**config.mk**
```make
export PLATFORM = sky130hd
export DESIGN_NAME = chunked_adder
export DESIGN_NICKNAME = d
export VERILOG_FILES = /design/src/rtl/chunked_adder.sv
export SDC_FILE = /design/constraint.sdc
export NUM_CORES = 1
export LEC_CHECK = 0
export CAP_MARGIN = 10
export CORE_MARGIN = 4
export CORE_UTILIZATION = 51
export CTS_CLUSTER_DIAMETER = 150
export DETAILED_ROUTE_END_ITERATION = 10
export PLACE_DENSITY = 0.77
export SYNTH_ARGS = -nofsm -noshare
export SYNTH_HDL_FRONTEND = slang
export SYNTH_SLANG_ARGS = --single-unit
```
**constraint.sdc**
```tcl
create_clock -name clk -period 2.3 [get_ports clk]
set_input_delay 0.46 -clock clk [delete_from_list [all_inputs] [get_ports clk]]
set_output_delay 0.46 -clock clk [all_outputs]
set_load 0.1 [all_outputs]
```
**src/rtl/chunked_adder.sv**
```systemverilog
// chunked_adder: multi-cycle adder/subtractor. A WIDTH-bit add (or subtract)
// is performed CHUNK bits per clock, carrying between slices through a
// register, so the combinational carry chain is only CHUNK bits long.
// One operation is in flight at a time; valid/ready handshake on both sides.
//
// Ports:
//   clk       system clock, rising edge
//   rst_n     asynchronous active-low reset
//   in_valid  operands/mode presented
//   in_ready  block can accept an operation (IDLE and out of reset)
//   a, b      WIDTH-bit operands
//   c_in      carry-in for add (ignored when sub=1)
//   sub       0: a+b+c_in, 1: a-b computed as a+~b+1
//   out_valid result available (DONE)
//   out_ready downstream accepts the result
//   sum       result modulo 2^WIDTH
//   c_out     carry out of the MSB (subtract: 1 = no borrow)
//   ovf       signed overflow
module chunked_adder #(
  parameter int WIDTH = 32,
  parameter int CHUNK = 4
) (
  input  logic             clk,
  input  logic             rst_n,
  input  logic             in_valid,
  output logic             in_ready,
  input  logic [WIDTH-1:0] a,
  input  logic [WIDTH-1:0] b,
  input  logic             c_in,
  input  logic             sub,
  output logic             out_valid,
  input  logic             out_ready,
  output logic [WIDTH-1:0] sum,
  output logic             c_out,
  output logic             ovf
);

  localparam int NCHUNK = WIDTH / CHUNK;
  localparam int IW     = (NCHUNK > 1) ? $clog2(NCHUNK) : 1;
  localparam logic [IW-1:0] LAST = IW'(NCHUNK - 1);

  typedef enum logic [1:0] {IDLE, RUN, DONE} state_t;

  state_t state, state_next;

  logic [IW-1:0]    idx;
  logic             carry;
  logic [WIDTH-1:0] a_p0;
  logic [WIDTH-1:0] b_p0;
  logic [CHUNK:0]   slice_sum;
  logic             accept;
  logic             last;

  // in_ready is gated by rst_n so it reads 0 for the whole reset interval
  // and rises together with the release of reset.
  assign in_ready  = rst_n && (state == IDLE);
  assign out_valid = (state == DONE);
  assign accept    = in_valid && in_ready;
  assign last      = (idx == LAST);

  // The operand registers shift right one slice per RUN cycle, so the slice
  // being added is always in the low CHUNK bits and the final step sees the
  // operand MSBs at bit CHUNK-1.
  assign slice_sum = {1'b0, a_p0[CHUNK-1:0]} + {1'b0, b_p0[CHUNK-1:0]}
                   + {{CHUNK{1'b0}}, carry};

  always_ff @(posedge clk or negedge rst_n) begin
    if (!rst_n) state <= IDLE;
    else        state <= state_next;
  end

  always_comb begin
    state_next = state;
    case (state)
      IDLE:    if (accept)    state_next = RUN;
      RUN:     if (last)      state_next = DONE;
      DONE:    if (out_ready) state_next = IDLE;
      default:                state_next = IDLE;
    endcase
  end

  // Stage p0: operand capture (subtrahend inverted on entry) and per-slice shift
  always_ff @(posedge clk) begin
    if (accept) begin
      a_p0 <= a;
      b_p0 <= sub ? ~b : b;
    end else if (state == RUN) begin
      a_p0 <= a_p0 >> CHUNK;
      b_p0 <= b_p0 >> CHUNK;
    end
  end

  // Slice index, inter-slice carry and result registers
  always_ff @(posedge clk or negedge rst_n) begin
    if (!rst_n) begin
      idx   <= '0;
      carry <= 1'b0;
      sum   <= '0;
      c_out <= 1'b0;
      ovf   <= 1'b0;
    end else begin
      case (state)
        IDLE: begin
          if (accept) begin
            idx   <= '0;
            carry <= sub | c_in;
          end
        end
        RUN: begin
          for (int i = 0; i < NCHUNK; i++) begin
            if (idx == IW'(i)) sum[i*CHUNK +: CHUNK] <= slice_sum[CHUNK-1:0];
          end
          carry <= slice_sum[CHUNK];
          if (last) begin
            c_out <= slice_sum[CHUNK];
            ovf   <= (a_p0[CHUNK-1] == b_p0[CHUNK-1]) &&
                     (slice_sum[CHUNK-1] != a_p0[CHUNK-1]);
          end else begin
            idx <= idx + IW'(1);
          end
        end
        default: ;
      endcase
    end
  end

endmodule
```
==> run metrics <==
Yosys warnings 0; crit path kind primary input to output port; drt drc 0; commonest non-fill, non-tap cell in the layout nand2_1; Syn-to-layout area delta 28.0%; CTS root buffer clkbuf_8; final setup margin 0.103 ns; most frequent cells in the layout nand2_1 (127), clkdlybuf4s50_1 (67), edfxtp_1 (64); PortBufs 105; Synth Net Count 490; worst skew pair latency 0.36 ns; quantity of gates resized following cts 0; largest area contributor in the netlist edfxtp_1; WP data required 1.84 ns; max frequency 455 MHz; CTS sink count 104; initial antenna violation count 0; Synth area leaders edfxtp_1 (40%), dfrtp_1 (21%), nand2_1 (9.8%), xnor2_1 (6.0%), o21ai_0 (4.0%); syn_area_per_cell 11.9 um^2; layout cells sized above 1 0.174; boundary pin count 106; Worst Skew 0.00942 ns; register bit count reported by yosys 104; RSZ-0062 raised after global routing no; Inserted Clock Buffers 9; HP Class flip-flop to flip-flop; post-DR wirelength/cell 14.1 um; Place WS 0.152 ns; Synth top area share 0.396; initial core utilization 0.525; largest net degree at the start of global routing 94; die area 11100 um^2; Vias 3176; final std cells w/o fill 647; Post-Syn Area 4850 um^2; Die X 106 um; Worst-path clk slew 0.10 ns; Final Hold Viols 0; final setup vio count 0; nets@finish 594; sequential area share after synthesis 0.603; hold path start sum[26]; R2R depth 5; number of vias per cell 4.91; drt total wl 9120 um; GR Util All Layers 0.163; worst-path fanout max 8; CTS HTree Levels 3; worst-margin pin slew 0.546 ns; number of cells after detailed placement 630; crit path DAT 1.74 ns; Setup Buffers After CTS 0; RD Place Congestion 0.726; outcome finished, final reports clean; fin crit share 0.955; Max-slew headroom 0.634; Clock Tree Buf Depth 2; global route overflow 0; CTS tree yes; cells after synthesis 409; Vert. Die Dim 106 um; max_cap viols 0; Filler Cell Count 686; hold depth 2; Max Slew Vio Count 0; drt first pass iters 4; # diodes 0; Final TNS setup 0 ns; Critical Path Start Type primary input; DP Wirelength 6600 um; standard-cell rows 35; Core ar. 9240 um^2; clock period minus worst slack 2.20 ns; Post-DRT Antenna Nets 0; first-pass GRT wire length 14600 um; Synth cell types 38; vias in the first global route 3150; CP Capture Type output port; FF-to-FF Start carry; Crit. Startpoint rst_n; First DRT Iteration DRCs 127
critical path: stages:
cell	delay, ns
dlygate4sd3_1	0.54
buf_2	0.24
nor3b_2	0.28
buf_12	0.21
registers in the layout, summed over array words and instances, names as in the netlist:
register	flops
a_p0	32
b_p0	32
sum	32
idx	3
state	2
c_out	1
carry	1
ovf	1
routing by layer:
| metal | vias to the layer above | global-route usage | wire length, um |
|---|---|---|---|
| li1 | 1602 | - | - |
| met1 | 1478 | 0.214 | 3970 |
| met2 | 88 | 0.274 | 4580 |
| met3 | 8 | 0.0349 | 479 |
| met4 | 0 | 0.0500 | 88 |
| met5 | - | 0 | 0 |
synthesized netlist by cell type, drive strengths merged:
library cell	instances
a21oi	1
or3b	1
dfrtp	40
nor2b	1
nand2	127
nand3b	2
o31ai	8
and3	1
nand4b	3
or3	1
buf	19
o21ai	39
a211oi	1
clkbuf	3
a32o	1
nor4bb	1
nor3	3
nand3	3
mux2i	3
ha	9
xnor2	33
or2	1
nor2	5
and2	4
o21a	1
a21o	2
nor3b	1
inv	8
mux2	16
fa	2
nand2b	1
edfxtp	64
nand4bb	4
worst paths after layout:
kind	endpoint	slack [ns]
worst max-delay path	in_ready	0.10
worst min-delay path	sum[26]	0.50
worst max register to register	c_out	0.32
worst min register to register	sum[26]	0.50
max in group asynchronous	sum[11]	1.10
min in group asynchronous	idx[2]	0.51
cells by family (layout without fill, tap and decap cells):
| kind of cell | count (synthesis) | in the layout | synth area share |
|---|---|---|---|
| compound gates | 53 | 53 | 0.0619 |
| xor+xnor | 33 | 33 | 0.0596 |
| simple gates | 159 | 159 | 0.167 |
| mux | 19 | 19 | 0.0433 |
| fa+ha+maj | 11 | 11 | 0.0315 |
| flops | 104 | 104 | 0.603 |
| buf+inv | 30 | 139 | 0.0338 |
through the flow:
step | util | cell area, um^2 | hold slack [ns]
2_1_floorplan | - | 4850 | 0.164
3_5_place_dp | 0.647 | 5980 | 0.330
5_1_grt | 0.672 | 6210 | 0.523
4_1_cts | 0.672 | 6210 | 0.502
3_3_place_gp | 0.647 | 5980 | 0.329
6_report | 0.672 | 6210 | 0.497
cell type report:
| type | count | area (um^2) | share of cell area |
|---|---|---|---|
| well taps | 129 | 161 | 0.0260 |
| inverters | 8 | 30.0 | 0.00484 |
| clock buffers | 11 | 131 | 0.0212 |
| clock inverters | 5 | 82.6 | 0.0133 |
| flip-flops and latches | 104 | 2920 | 0.471 |
| multi-input cells | 275 | 1800 | 0.290 |
| repair buffers | 115 | 1080 | 0.174 |
repair_timing:
item                                   CTS  global route
setup endpoints to repair                0             0
hold buffers                             1             0
endpoints found under the hold margin    4             0
Power is not shown: default switching activity piles up to over one toggle a cycle in this logic, so the estimate is an artifact.
